### config.mk
export PLATFORM = sky130hd
export DESIGN_NAME = lpc_io_target
export DESIGN_NICKNAME = d
export VERILOG_FILES = /design/src/rtl/lpc_io_target.sv
export SDC_FILE = /design/constraint.sdc
export NUM_CORES = 1
export LEC_CHECK = 0
export ABC_AREA = 1
export BUFFER_PORTS_ARGS = -buffer_cell sky130_fd_sc_hd__buf_4
export CORE_MARGIN = 10
export CORE_UTILIZATION = 64
export CTS_BUF_LIST = sky130_fd_sc_hd__clkbuf_4 sky130_fd_sc_hd__clkbuf_8
export DETAILED_ROUTE_END_ITERATION = 7
export GPL_ROUTABILITY_DRIVEN = 0
export PLACE_DENSITY = 0.9
export SKIP_LAST_GASP = 1
export SYNTH_ARGS = -nofsm -noshare
export SYNTH_HDL_FRONTEND = slang
export SYNTH_SLANG_ARGS = --single-unit
### constraint.sdc
create_clock -name LpcClock -period 3.4 [get_ports LpcClock]
set_input_delay 0.17 -clock LpcClock [delete_from_list [all_inputs] [get_ports LpcClock]]
set_output_delay 0.17 -clock LpcClock [all_outputs]
set_load 0.05 [all_outputs]
### src/rtl/lpc_io_target.sv
// LPC I/O-cycle target: decodes I/O read/write cycles that fall inside an
// aligned window of NUM_REGS byte registers at BASE_ADDR and bridges them to a
// simple request/acknowledge register port. Long-wait SYNC is sent until the
// register side acknowledges, and an error SYNC once MAX_WAIT waits expire.
module lpc_io_target #(
    parameter logic [15:0] BASE_ADDR = 16'h0C00,
    parameter int          NUM_REGS  = 32,
    parameter int          MAX_WAIT  = 64,
    localparam int         ADDR_W    = $clog2(NUM_REGS)
) (
    input  logic              PciReset,
    input  logic              LpcClock,
    input  logic              LpcFrame,
    input  logic [3:0]        LpcAdIn,
    output logic [3:0]        LpcAdOut,
    output logic              LpcAdOe,
    output logic              RegWr,
    output logic              RegRd,
    output logic [ADDR_W-1:0] RegAddr,
    output logic [7:0]        RegWrData,
    input  logic [7:0]        RegRdData,
    input  logic              RegAck,
    output logic              SyncErr
);

    localparam int WAIT_W = $clog2(MAX_WAIT + 1);

    localparam logic [3:0] LAD_START  = 4'b0000;
    localparam logic [3:0] LAD_ABORT  = 4'b1111;
    localparam logic [3:0] LAD_IDLE   = 4'b1111;
    localparam logic [3:0] CYC_IO_RD  = 4'b0000;
    localparam logic [3:0] CYC_IO_WR  = 4'b0010;
    localparam logic [3:0] SYNC_OK    = 4'b0000;
    localparam logic [3:0] SYNC_LWAIT = 4'b0110;
    localparam logic [3:0] SYNC_ERR   = 4'b1010;

    typedef enum logic [3:0] {
        ST_IDLE,
        ST_CYCTYPE,
        ST_ADDR,
        ST_WDATA,
        ST_HTAR1,
        ST_HTAR2,
        ST_SYNC,
        ST_RDATA,
        ST_TTAR1,
        ST_TTAR2,
        ST_SKIP
    } state_t;

    state_t              state_q, state_d;
    logic [1:0]          nib_q, nib_d;
    logic [11:0]         addr_q, addr_d;
    logic                is_write_q, is_write_d;
    logic [ADDR_W-1:0]   reg_addr_q, reg_addr_d;
    logic [7:0]          wr_data_q, wr_data_d;
    logic [7:0]          rd_data_q, rd_data_d;
    logic [WAIT_W-1:0]   wait_cnt_q, wait_cnt_d;
    logic [3:0]          lad_out_q, lad_out_d;
    logic                lad_oe_q, lad_oe_d;
    logic                reg_wr_q, reg_wr_d;
    logic                reg_rd_q, reg_rd_d;
    logic                sync_err_q, sync_err_d;

    logic [15:0]         addr_shift;
    logic                addr_hit;
    logic                ack_now;

    // Full address as it stands once the current nibble is shifted in.
    assign addr_shift = {addr_q, LpcAdIn};
    assign addr_hit   = (addr_shift[15:ADDR_W] == BASE_ADDR[15:ADDR_W]);
    // An acknowledge only counts while a request is outstanding.
    assign ack_now    = (reg_wr_q | reg_rd_q) & RegAck;

    // Next-state and datapath capture for the LPC cycle decoder.
    always_comb begin
        // NOTE: every signal gets a default first so no path through this block infers a latch.
        state_d    = state_q;
        nib_d      = nib_q;
        addr_d     = addr_q;
        is_write_d = is_write_q;
        reg_addr_d = reg_addr_q;
        wr_data_d  = wr_data_q;
        rd_data_d  = rd_data_q;

        if (ack_now) begin
            rd_data_d = RegRdData;
        end

        if (!LpcFrame && LpcAdIn == LAD_START) begin
            state_d = ST_CYCTYPE;
        end else if (!LpcFrame && LpcAdIn == LAD_ABORT) begin
            state_d = ST_IDLE;
        end else if (!LpcFrame && state_q != ST_IDLE) begin
            // Some other start code from the host: not a cycle for us.
            state_d = ST_SKIP;
        end else begin
            unique case (state_q)
                ST_IDLE: begin
                    state_d = ST_IDLE;
                end
                ST_CYCTYPE: begin
                    nib_d = 2'd0;
                    if (LpcAdIn == CYC_IO_RD) begin
                        is_write_d = 1'b0;
                        state_d    = ST_ADDR;
                    end else if (LpcAdIn == CYC_IO_WR) begin
                        is_write_d = 1'b1;
                        state_d    = ST_ADDR;
                    end else begin
                        state_d = ST_SKIP;
                    end
                end
                ST_ADDR: begin
                    addr_d = addr_shift[11:0];
                    nib_d  = nib_q + 2'd1;
                    if (nib_q == 2'd3) begin
                        nib_d = 2'd0;
                        if (addr_hit) begin
                            reg_addr_d = addr_shift[ADDR_W-1:0];
                            state_d    = is_write_q ? ST_WDATA : ST_HTAR1;
                        end else begin
                            state_d = ST_SKIP;
                        end
                    end
                end
                ST_WDATA: begin
                    if (nib_q == 2'd0) begin
                        wr_data_d[3:0] = LpcAdIn;
                        nib_d          = 2'd1;
                    end else begin
                        wr_data_d[7:4] = LpcAdIn;
                        nib_d          = 2'd0;
                        state_d        = ST_HTAR1;
                    end
                end
                ST_HTAR1: state_d = ST_HTAR2;
                ST_HTAR2: state_d = ST_SYNC;
                ST_SYNC: begin
                    // The SYNC code currently on the bus decides where we go.
                    if (lad_out_q == SYNC_ERR) begin
                        state_d = ST_TTAR1;
                    end else if (lad_out_q == SYNC_OK) begin
                        nib_d   = 2'd0;
                        state_d = is_write_q ? ST_TTAR1 : ST_RDATA;
                    end
                end
                ST_RDATA: begin
                    if (nib_q == 2'd0) begin
                        nib_d = 2'd1;
                    end else begin
                        state_d = ST_TTAR1;
                    end
                end
                ST_TTAR1: state_d = ST_TTAR2;
                ST_TTAR2: state_d = ST_IDLE;
                ST_SKIP:  state_d = ST_SKIP;
                default:  state_d = ST_IDLE;
            endcase
        end
    end

    // Registered outputs derived from the state being entered.
    always_comb begin
        lad_oe_d   = 1'b0;
        lad_out_d  = LAD_IDLE;
        reg_wr_d   = 1'b0;
        reg_rd_d   = 1'b0;
        sync_err_d = 1'b0;
        wait_cnt_d = '0;

        unique case (state_d)
            ST_HTAR2: begin
                reg_wr_d = is_write_d;
                reg_rd_d = !is_write_d;
            end
            ST_SYNC: begin
                lad_oe_d = 1'b1;
                if (ack_now) begin
                    lad_out_d = SYNC_OK;
                end else if (state_q == ST_SYNC && wait_cnt_q >= WAIT_W'(MAX_WAIT)) begin
                    lad_out_d  = SYNC_ERR;
                    sync_err_d = 1'b1;
                    wait_cnt_d = wait_cnt_q;
                end else begin
                    lad_out_d  = SYNC_LWAIT;
                    wait_cnt_d = (state_q == ST_SYNC) ? wait_cnt_q + WAIT_W'(1) : WAIT_W'(1);
                    reg_wr_d   = reg_wr_q;
                    reg_rd_d   = reg_rd_q;
                end
            end
            ST_RDATA: begin
                lad_oe_d  = 1'b1;
                lad_out_d = (nib_d == 2'd0) ? rd_data_q[3:0] : rd_data_q[7:4];
            end
            ST_TTAR1: begin
                lad_oe_d  = 1'b1;
                lad_out_d = LAD_IDLE;
            end
            default: begin
                lad_oe_d  = 1'b0;
                lad_out_d = LAD_IDLE;
            end
        endcase
    end

    // State and output registers, cleared asynchronously by PCI reset.
    always_ff @(posedge LpcClock or negedge PciReset) begin
        if (!PciReset) begin
            state_q    <= ST_IDLE;
            nib_q      <= 2'd0;
            addr_q     <= '0;
            is_write_q <= 1'b0;
            reg_addr_q <= '0;
            wr_data_q  <= 8'h00;
            rd_data_q  <= 8'h00;
            wait_cnt_q <= '0;
            lad_out_q  <= LAD_IDLE;
            lad_oe_q   <= 1'b0;
            reg_wr_q   <= 1'b0;
            reg_rd_q   <= 1'b0;
            sync_err_q <= 1'b0;
        end else begin
            // NOTE: non-blocking assignments so every flop samples pre-edge values.
            state_q    <= state_d;
            nib_q      <= nib_d;
            addr_q     <= addr_d;
            is_write_q <= is_write_d;
            reg_addr_q <= reg_addr_d;
            wr_data_q  <= wr_data_d;
            rd_data_q  <= rd_data_d;
            wait_cnt_q <= wait_cnt_d;
            lad_out_q  <= lad_out_d;
            lad_oe_q   <= lad_oe_d;
            reg_wr_q   <= reg_wr_d;
            reg_rd_q   <= reg_rd_d;
            sync_err_q <= sync_err_d;
        end
    end

    assign LpcAdOut  = lad_out_q;
    assign LpcAdOe   = lad_oe_q;
    assign RegWr     = reg_wr_q;
    assign RegRd     = reg_rd_q;
    assign RegAddr   = reg_addr_q;
    assign RegWrData = wr_data_q;
    assign SyncErr   = sync_err_q;

endmodule

## Yosys cells after proc, flatten, opt, wreduce, memory -nomap -nowiden

Cells that the tools add are included.

- Flip-flop bits (word level): 55
- Bits of input ports: 16
- Output and inout bits: 21
- Logic and storage cells: 104

- Add/sub/neg operators: 2
- $lt $le $gt $ge: 1
- Equality and inequality tests: 20
- Muxes and demuxes: 45
- Bitwise operators: 6
- Reduce and logical (&&, ||, !) cells: 16

Operators with widths:

| cell | number |
|---|---|
| 2-to-1 mux 4 bit | 15 |
| case mux 4 bit (9 select lines) | 1 |
| equality test 4 x 3 -> 1 bit (second input constant) | 7 |
| 2-to-1 mux 7 bit | 4 |
| equality test 4 bit (second input constant) | 5 |
| 2-to-1 mux 2 bit | 7 |
| 2-to-1 mux 1 bit | 13 |
| equality test 4 x 2 -> 1 bit (second input constant) | 3 |
| equality test 11 x 7 -> 1 bit (second input constant) | 1 |
| case mux 2 bit (5 select lines) | 1 |
| AND reduction 5 bit | 2 |
| logical NOT 4 bit | 2 |
| case mux 4 bit (2 select lines) | 1 |
| adder 7 x 1 -> 7 bit (second input constant) | 1 |
| greater-or-equal comparator 7 bit (second input constant) | 1 |
| inequality test 3 bit (second input constant) | 2 |
| AND reduction 6 bit | 1 |
| equality test 4 x 1 -> 1 bit (second input constant) | 1 |
| logical AND 1 bit | 4 |
| logical NOT 2 bit | 2 |
| inverter 1 bit | 4 |
| case mux 1 bit (2 select lines) | 2 |
| AND reduction 4 bit | 1 |
| nonzero test 4 bit | 1 |
| 7 further kinds | 8 |

## Logic depth before layout (Yosys ltp)

Gate-level depths: netlist of run 1.

- Depth in word-level cells: 10
- Mapped depth: 12

## Worst setup path before layout of run 1

No wires, ideal clock.

- Path kind: reg2reg
- Start: reg lad_out_q[0] (netlist: LpcAdOut[0])
- End: reg reg_rd_q (netlist: RegRd)
- Setup time: 0.067 ns
- Data arrival time: 1.616 ns
- Required time: 3.333 ns
- Slack: 1.718 ns
- Stages on the path, launching flop included: 12
- Path buffers: 1
- Path through: dfstp_2 nor2_1 nand2_1 nand2_1 nand4_1 nand3_1 nand2_2 nand2_4 nor2_8 buf_6 nand4_1 nand2_1

- Longest elaborated chain between the ends: 9
- Elaborated cells on any way between the ends: 12
- Those cells by class: eq/ne (4); mux (7); reduce/logical (1)

Ends and longest elaborated chain:

| item | line | source |
|---|---|---|
| start, declared | 59 | `logic [3:0] lad_out_q, lad_out_d;` |
| start signal, assigned | 233 | `lad_out_q <= lad_out_d;` |
| logical NOT 4 bit | 143 | `end else if (lad_out_q == SYNC_OK) begin` |
| 2-to-1 mux 4 bit | 143 |  |
| 2-to-1 mux 4 bit (*) | 141 | `if (lad_out_q == SYNC_ERR) begin` |
| case mux 4 bit (9 select lines) (*) | 98 | `unique case (state_q)` |
| 2-to-1 mux 4 bit (*) | 94 | `end else if (!LpcFrame && state_q != ST_IDLE) begin` |
| 2-to-1 mux 4 bit (*) | 92 | `end else if (!LpcFrame && LpcAdIn == LAD_ABORT) begin` |
| 2-to-1 mux 4 bit (*) | 90 | `if (!LpcFrame && LpcAdIn == LAD_START) begin` |
| net state_d[0] | 51 | `state_t state_q, state_d;` |
| equality test 4 x 3 -> 1 bit | 172 | `unique case (state_d)` |
| case mux 1 bit (2 select lines) or inequality test 3 bit (tied branches) | n/a |  |
| end signal, assigned | 236 | `reg_rd_q <= reg_rd_d;` |
| end, declared | 62 | `logic reg_rd_q, reg_rd_d;` |

The timed path passes the listed nets; every way through them passes the cells marked *.
A chain may end at the register's enable or synchronous reset.

## Final worst setup path of run 1

- Start: reg nib_q[0]
- End: reg lad_out_q[1] (netlist: LpcAdOut[1])

- Longest elaborated chain between the ends: 9
- Elaborated cells on any way between the ends: 24
- Those cells by class: add/sub (1); eq/ne (3); mux (18); reduce/logical (2)

Ends and longest elaborated chain:

| item | line | source |
|---|---|---|
| start, declared | 52 | `logic [1:0] nib_q, nib_d;` |
| start signal, assigned | 226 | `nib_q <= nib_d;` |
| adder 2 x 1 -> 2 bit (tied with other cells) | 116 | `nib_d = nib_q + 2'd1;` |
| 2-to-1 mux 2 bit (tied with other cells) | 117 | `if (nib_q == 2'd3) begin` |
| case mux 2 bit (5 select lines) | 98 |  |
| 2-to-1 mux 2 bit | 94 |  |
| 2-to-1 mux 2 bit | 92 |  |
| 2-to-1 mux 2 bit | 90 |  |
| logical NOT 2 bit | 194 | `lad_out_d = (nib_d == 2'd0) ? rd_data_q[3:0] : rd_data_q[7:4];` |
| 2-to-1 mux 4 bit | 194 |  |
| case mux 4 bit (2 select lines) (*) | 172 |  |
| net lad_out_d[1] | 59 |  |

Marks and branches as above.

==> run_results.csv, run 1 <==
group,metric,value,unit
sta,fin_crit_sh,0.612,
floorplanning,die_h,87.5,um
clock_network,cts_sinks,55,
worst_setup_path,path_buf_inv,1,
place,dpl.hpwl,5.02,mm
sta,fin_crit,2.08,ns
yosys,ys_ff_latch,55,
cells_and_area,final_util,0.758,
yosys,yosysTopAreaCellShare,0.438,
global_route,grt_use_total,0.193,
yosys,yosysSeqAreaShare,0.474,
global_route,grt_pass1_vias,2570,
sta,relSlewSlack,0.549,
routing,first_iter_violations,164,
sta,rsz0062_at_grt,"false",
cells_and_area,area_delta_synth_final,13.9,%
routing,dr.pass1.iters,5,
worst_setup_path,path_delay_family,"simple AND/OR/NAND/NOR gates",
sta,finalClockSkew,0.00912,ns
yosys,synth_area_leaders,"dfrtp_1, nand2_1, nor2_1",
floorplanning,rows,24,
yosys,synthFlopType,"dfrtp_1",
worst_setup_path,rr_worst_depth,10,
clock_network,numCtsBuffers,5,
worst_setup_path,crit_path_max_fanout,17,
worst_setup_path,endpoint_kind,"flop",
floorplanning,die_area,7660,sq um
worst_setup_path,crit_chain,"ha_1 > nand2_1 > nor3_1 > nand4_1 > nand3b_1 > nand2_1 > clkinv_2 > nand2_1 > nor2_1 > nand2_1",
sta,fin_tns_setup,0,ns
global_route,grt_max_degree,56,
sta,hold_ws,0.0509,ns
yosys,yosysWarnings,0,
cells_and_area,layout.nets,416,
worst_setup_path,criticalPathCategory,"reg -> reg",
worst_setup_path,cp_slowest_cell,"dfrtp_1",
worst_setup_path,cp-start-kind,"flop",
yosys,yosys.area.top_type,"dfrtp_1",
sta,hold_viol,0,
sta,fmax,481,MHz
cells_and_area,drive_above_1_share,0.222,
yosys,synth_edf_count,0,
worst_setup_path,reg2reg_from,"nib_q[0]$_DFF_PN0_",
yosys,synth_nets,379,
yosys,synth_most_common_cell,"nand2_1",
sta,worst_pin_slew,0.677,ns
routing,drc,0,
flow_run,max-cap-violations,0,
cells_and_area,multi_input_area,1320,sq um
worst_setup_path,path_depth,10,
yosys,synthDistinctLibCells,35,
clock_network,cts.reportedPaths.clkPinSlew,0.11,ns
global_route,grt_overflow,0,
clock_network,ctsLongestPathBuffers,2,
yosys,syn_area_per_cell,8.12,sq um
clock_network,clk_latency,0.32,ns
routing,routedWlPerCell,15.3,um
worst_setup_path,startpoint,"nib_q[0]$_DFF_PN0_",
routing,drt-total-wl,6.89,mm
worst_hold_path,min_path_cells,3,
worst_setup_path,cpMostUsedCell,"nand2_1",
worst_setup_path,worstPathRequired,3.66,ns
routing,ant_nets,0,
global_route,antenna_found_initial,0,
floorplanning,num_io_pins,37,
yosys,syn_inst,359,
floorplanning,dieWidth,87.5,um
cells_and_area,stdcell_count,449,
cells_and_area,diodes,0,
clock_network,root_buffer,"clkbuf_8",
worst_hold_path,min_path_type,"in -> reg",
yosys,syn_area,2920,sq um
power_and_ir_drop,power_density,632,nW/um^2
global_route,grt_pass1_wl,12.1,mm
status,status,"finished, final reports clean",
cells_and_area,register_area,1380,sq um
place,dp_cells,440,
floorplanning,core-area,4380,sq um
worst_setup_path,cp.arrival,2.34,ns
yosys,ys_top_cells_by_count,"nand2_1, dfrtp_1, nor2_1, inv_1, o21ai_0",
place,port_buffers,36,
clock_network,cts_tree,"built",
power_and_ir_drop,power.leakage,0.00166,uW
sta,finalSetupViolCount,0,
worst_hold_path,hold_start,"RegRdData[0]",
floorplanning,initial_core_util,0.665,
cells_and_area,fillers,323,
power_and_ir_drop,ir_worst_vdd,0.000589,V
worst_setup_path,slowest_delay,0.46,ns
clock_network,htreeDepth,2,
yosys,async_reset_ff_frac,1.00,
routing,vias,2559,
routing,avgViaCountPerCell,5.70,
sta,drv_slew,0,
cells by family (layout without fill, tap and decap cells):
group	count (synthesis)	in the layout	share of synthesized area
multiplexers	2	2	0.00772
AO/OA/AOI/OAI	49	49	0.0905
buffers and inverters	54	92	0.0755
flip-flops	55	55	0.474
adder cells (fa/ha/maj)	4	4	0.0172
AND/OR/NAND/NOR	195	195	0.335
sequential cells by signal, summed over array words and instances (netlist names):
signal      cells
LpcAdOut        4
wait_cnt_q      7
LpcAdOe         1
is_write_q      1
RegWr           1
SyncErr         1
RegWrData       8
addr_q         12
nib_q           2
state_q         4
rd_data_q       8
RegAddr         5
RegRd           1
worst min-delay path, cell delays in order:
cell	delay, ns
buf_4	0.07
nand2_1	0.04
o21ai_0	0.05
final cells by class:
type | count | area share
sequential | 55 | 0.416
timing repair buffer | 37 | 0.0844
clock inverter | 3 | 0.0102
inverter | 47 | 0.0535
tap | 52 | 0.0196
clock buffer | 5 | 0.0207
multi-input combinational | 250 | 0.396
layout by cell type (no fill, tap or decap), types with 2 or more instances in the layout:
master	Yosys	layout
o21ai_0	24	24
nand2_1	85	85
inv_6	0	2
mux2_2	2	2
ha_1	4	4
nor2_2	4	4
nor3_1	2	2
dfrtp_1	51	51
nor2_8	2	2
nor3_2	2	2
clkbuf_8	0	5
inv_1	36	36
nand4_1	17	17
buf_4	0	36
nand3b_1	3	3
nor2_1	37	37
inv_2	10	10
nor2_4	3	3
nand3_2	5	5
o21ai_1	13	13
a21oi_1	8	8
nand3_1	22	22
dfstp_2	4	4
nand2_2	6	6
nand2_4	3	3
where the power goes:
part	leakage (uW)	internal, uW	total [uW]	switching [uW]
clock network	0.0000519	157	402	245
logic	0.000931	257	817	560
registers	0.000676	777	882	105
worst paths after layout:
path                                            end  slack [ns]
max reg2reg                   LpcAdOut[1]$_DFF_PN1_        1.32
max in group asynchronous     addr_q[6]$_DFFE_PN0P_        2.53
min                        rd_data_q[0]$_DFFE_PN0P_        0.05
min reg2reg                  RegAddr[0]$_DFFE_PN0P_        0.50
min in group asynchronous  RegWrData[4]$_DFFE_PN0P_        0.43
max                           LpcAdOut[1]$_DFF_PN1_        1.32
metrics by stage:
stage / instance area (sq um) / setup slack [ns] / power, uW
after detailed placement: 3210 / 1.38 / 1700
after floorplan: 2920 / 1.72 / 1500
final: 3320 / 1.32 / 2100
after global placement: 3210 / 1.46 / 1670
after CTS: 3320 / 1.35 / 2100
after global routing: 3320 / 1.12 / 2230
per-layer routing:
layer	track usage	up-vias	routed length [um]
li1	-	1241	-
met1	0.256	1195	2930
met2	0.306	104	3390
met3	0.0375	19	389
met4	0.0725	0	180
met5	0	-	0
repair_timing:
action | CTS | global route
hold buffers | 1 | 0
buffers inserted | 0 | 0
gates resized for setup | 0 | 0
setup endpoints to repair | 0 | 0
hold endpoints to repair | 51 | 0
(Power assumes the default switching activity.)
==> inputs of run 2 (changes only) <==
- ABC_AREA: 1 -> 0
- CORE_UTILIZATION: 64 -> 53
- PLACE_DENSITY: 0.9 -> 0.8
- clock period: 3.4 -> 1.89 ns (I/O delays scaled with it)
==> run 2 against run 1 <==
Effect of this change: the run now ends with negative hold slack, negative setup slack left; register-to-register slack worse by 1.7 ns; combinational power rose to 3.1 times the previous value; via count is 2.4% higher; cell area is 19% higher; sequential power is 90% higher; non-clock buffer count increased by 74; highest routed layer unchanged.
==> run_results.csv, run 2 <==
group,metric,value,unit
status,status,"complete, but fails checks",
status,violations,"negative hold slack, negative setup slack",
worst_hold_path,min_path_cells,2,
worst_setup_path,cp_slowest_cell,"dfstp_2",
yosys,yosys.area.top_type,"dfrtp_1",
place,port_buffers,36,
yosys,synth_area_leaders,"dfrtp_1, mux2_2, dfstp_2",
cells_and_area,final_common_cell,"buf_4",
yosys,yosysTopAreaCellShare,0.473,
sta,hold_viol,1,
cells_and_area,drive_above_1_share,0.571,
sta,relSlewSlack,0.546,
power_and_ir_drop,power_density,1240,nW/um^2
yosys,synth_edf_count,0,
sta,finalSetupViolCount,23,
sta,finalClockSkew,0.0105,ns
clock_network,htreeDepth,2,
worst_setup_path,crit_path_max_fanout,5,
yosys,ys_ff_latch,55,
worst_setup_path,path_delay_family,"compound AO/OA/AOI/OAI gates",
worst_setup_path,cpMostUsedCell,"buf_4",
worst_setup_path,rr_worst_depth,8,
place,dp_cells,377,
cells_and_area,diodes,0,
worst_setup_path,reg2reg_slack,-0.43,ns
global_route,grt_pass1_wl,14.4,mm
floorplanning,die_area,8350,sq um
cells_and_area,largest-register,"addr_q",
yosys,synthFlopType,"dfrtp_1",
floorplanning,initial_core_util,0.560,
yosys,syn_area,2700,sq um
worst_setup_path,endpoint_kind,"flop",
place,dpl.hpwl,5.07,mm
yosys,async_reset_ff_frac,1.00,
clock_network,cts_tree,"built",
yosys,ys_top_cells_by_count,"dfrtp_1, mux2_2, nor2_1, clkbuf_1",
routing,first_iter_violations,346,
routing,dr.pass1.iters,6,
floorplanning,die_h,91.4,um
floorplanning,rows,25,
cells_and_area,layout.nets,364,
worst_setup_path,reg2reg_from,"LpcAdOut[3]$_DFF_PN1_",
yosys,yosysWarnings,0,
clock_network,clk_latency,0.33,ns
sta,fin_crit_sh,1.23,
routing,avgViaCountPerCell,6.36,
worst_setup_path,r2r-end,"LpcAdOut[2]$_DFF_PN1_",
floorplanning,dieWidth,91.4,um
cells_and_area,area_delta_synth_final,46.9,%
sta,fmax,432,MHz
global_route,grt_use_total,0.217,
worst_setup_path,criticalPathCategory,"reg -> reg",
global_route,grt_max_degree,56,
cells_and_area,fillers,254,
cells_and_area,multi_input_area,1490,sq um
clock_network,numCtsBuffers,5,
worst_hold_path,hold_start,"RegRdData[2]",
routing,drt-total-wl,10.1,mm
yosys,synth_most_common_cell,"dfrtp_1",
sta,fin_tns_setup,-6.26,ns
routing,drc,0,
yosys,yosysSeqAreaShare,0.512,
power_and_ir_drop,power.leakage,0.00178,uW
power_and_ir_drop,ir_worst_vdd,0.00135,V
worst_setup_path,crit_chain,"or3b_4 > buf_4 > a211oi_2 > o211ai_1 > buf_4 > o221ai_4 > nor2_2 > a21oi_1",
cells_and_area,stdcell_count,412,
sta,fin_crit,2.32,ns
cells_and_area,largest_reg_flops,12,
worst_setup_path,path_buf_inv,2,
clock_network,root_buffer,"clkbuf_8",
routing,routedWlPerCell,24.4,um
worst_setup_path,cp.arrival,2.55,ns
worst_setup_path,cp-start-kind,"flop",
worst_setup_path,slowest_delay,0.39,ns
sta,drv_slew,0,
floorplanning,core-area,4820,sq um
worst_hold_path,holdPathEnd,"rd_data_q[2]$_DFFE_PN0P_",
global_route,antenna_found_initial,0,
cells_and_area,register_area,1380,sq um
clock_network,cts.reportedPaths.clkPinSlew,0.10,ns
routing,vias,2621,
flow_run,max-cap-violations,0,
routing,ant_nets,0,
clock_network,ctsLongestPathBuffers,2,
sta,hold_ws,-0.00383,ns
cells_and_area,layout_common_cells,"buf_4, dfrtp_1, mux2_2, nor2_1, nand2b_1",
yosys,syn_area_per_cell,11.4,sq um
yosys,synth_nets,256,
floorplanning,num_io_pins,37,
worst_hold_path,min_path_type,"in -> reg",
sta,rsz0062_at_grt,"true",
place,dpl_worst_slack,-0.299,ns
global_route,grt_pass1_vias,2610,
sta,worst_pin_slew,0.681,ns
worst_setup_path,worstPathRequired,2.13,ns
yosys,syn_inst,236,
yosys,synthDistinctLibCells,48,
clock_network,cts_sinks,55,
global_route,grt_overflow,0,
cells_and_area,final_util,0.823,
sta,fin_ws,-0.426,ns
## run 2: through the flow
stage	total power, uW	instance area, sq um
3_3_place_gp	3480	3410
6_report	4930	3960
5_1_grt	5080	3960
2_1_floorplan	2740	2730
4_1_cts	4570	3810
3_5_place_dp	3570	3410
## run 2: cells by family after synthesis
group,synth area share
AO/OA/AOI/OAI,0.109
XOR/XNOR,0.0162
multiplexers,0.160
adder cells (fa/ha/maj),0.0185
AND/OR/NAND/NOR,0.159
flip-flops,0.512
buffers and inverters,0.0255
## run 2: routing by layer
layer	GRT usage	part of all wire	routed length, um	vias to the layer above
li1	-	-	-	1080
met1	0.247	0.37	3720	1280
met2	0.356	0.47	4710	192
met3	0.0568	0.090	905	69
met4	0.136	0.072	720	0
met5	0	0	0	-
## run 2: how the worst max path moves through the flow
stage | end | slack, ns | startpoint | depth (start not counted)
3_5_place_dp | RegWr$_DFFE_PN0P_ | -0.30 | LpcAdOut[3]$_DFF_PN1_ | 6
2_1_floorplan | RegWr$_DFFE_PN0P_ | -0.30 | LpcAdOut[3]$_DFF_PN1_ | 6
6_report | LpcAdOut[2]$_DFF_PN1_ | -0.43 | LpcAdOut[3]$_DFF_PN1_ | 8
5_1_grt | wait_cnt_q[1]$_DFFE_PN0N_ | -0.47 | nib_q[1]$_DFF_PN0_ | 9
4_1_cts | RegWr$_DFFE_PN0P_ | -0.29 | LpcAdOut[3]$_DFF_PN1_ | 6
3_3_place_gp | LpcAdOut[3]$_DFF_PN1_ | -0.22 | nib_q[1]$_DFF_PN0_ | 8
## run 2: cell type report
class / instances / share of cell area
multi-input cells: 163 / 0.376
flip-flops and latches: 55 / 0.349
repair buffers: 111 / 0.220
clock buffers: 7 / 0.0243
well taps: 67 / 0.0211
inverters: 8 / 0.00758
clock inverters: 1 / 0.00189
## run 2: report_power, final
part	switching, uW	internal [uW]	leakage, uW
sequential	233	1450	0.000705
combinational	1350	1150	0.00102
clock	414	335	0.0000505
## run 2: timing repair
item / in CTS / in global routing
setup endpoints to repair: 28 / 29
gates cloned: 0 / 1
gates resized for setup: 38 / 19
hold buffers: 1 / 1
setup buffers: 14 / 11
pin swaps: 19 / 9
endpoints found under the hold margin: 51 / 1
## run 2: worst reg2reg max path, cell delays in order (launching register included)
cell and delay, ns:
dfstp_2 0.39, or3b_4 0.39, buf_4 0.14, a211oi_2 0.27
o211ai_1 0.22, buf_4 0.21, o221ai_4 0.28, nor2_2 0.10
a21oi_1 0.23
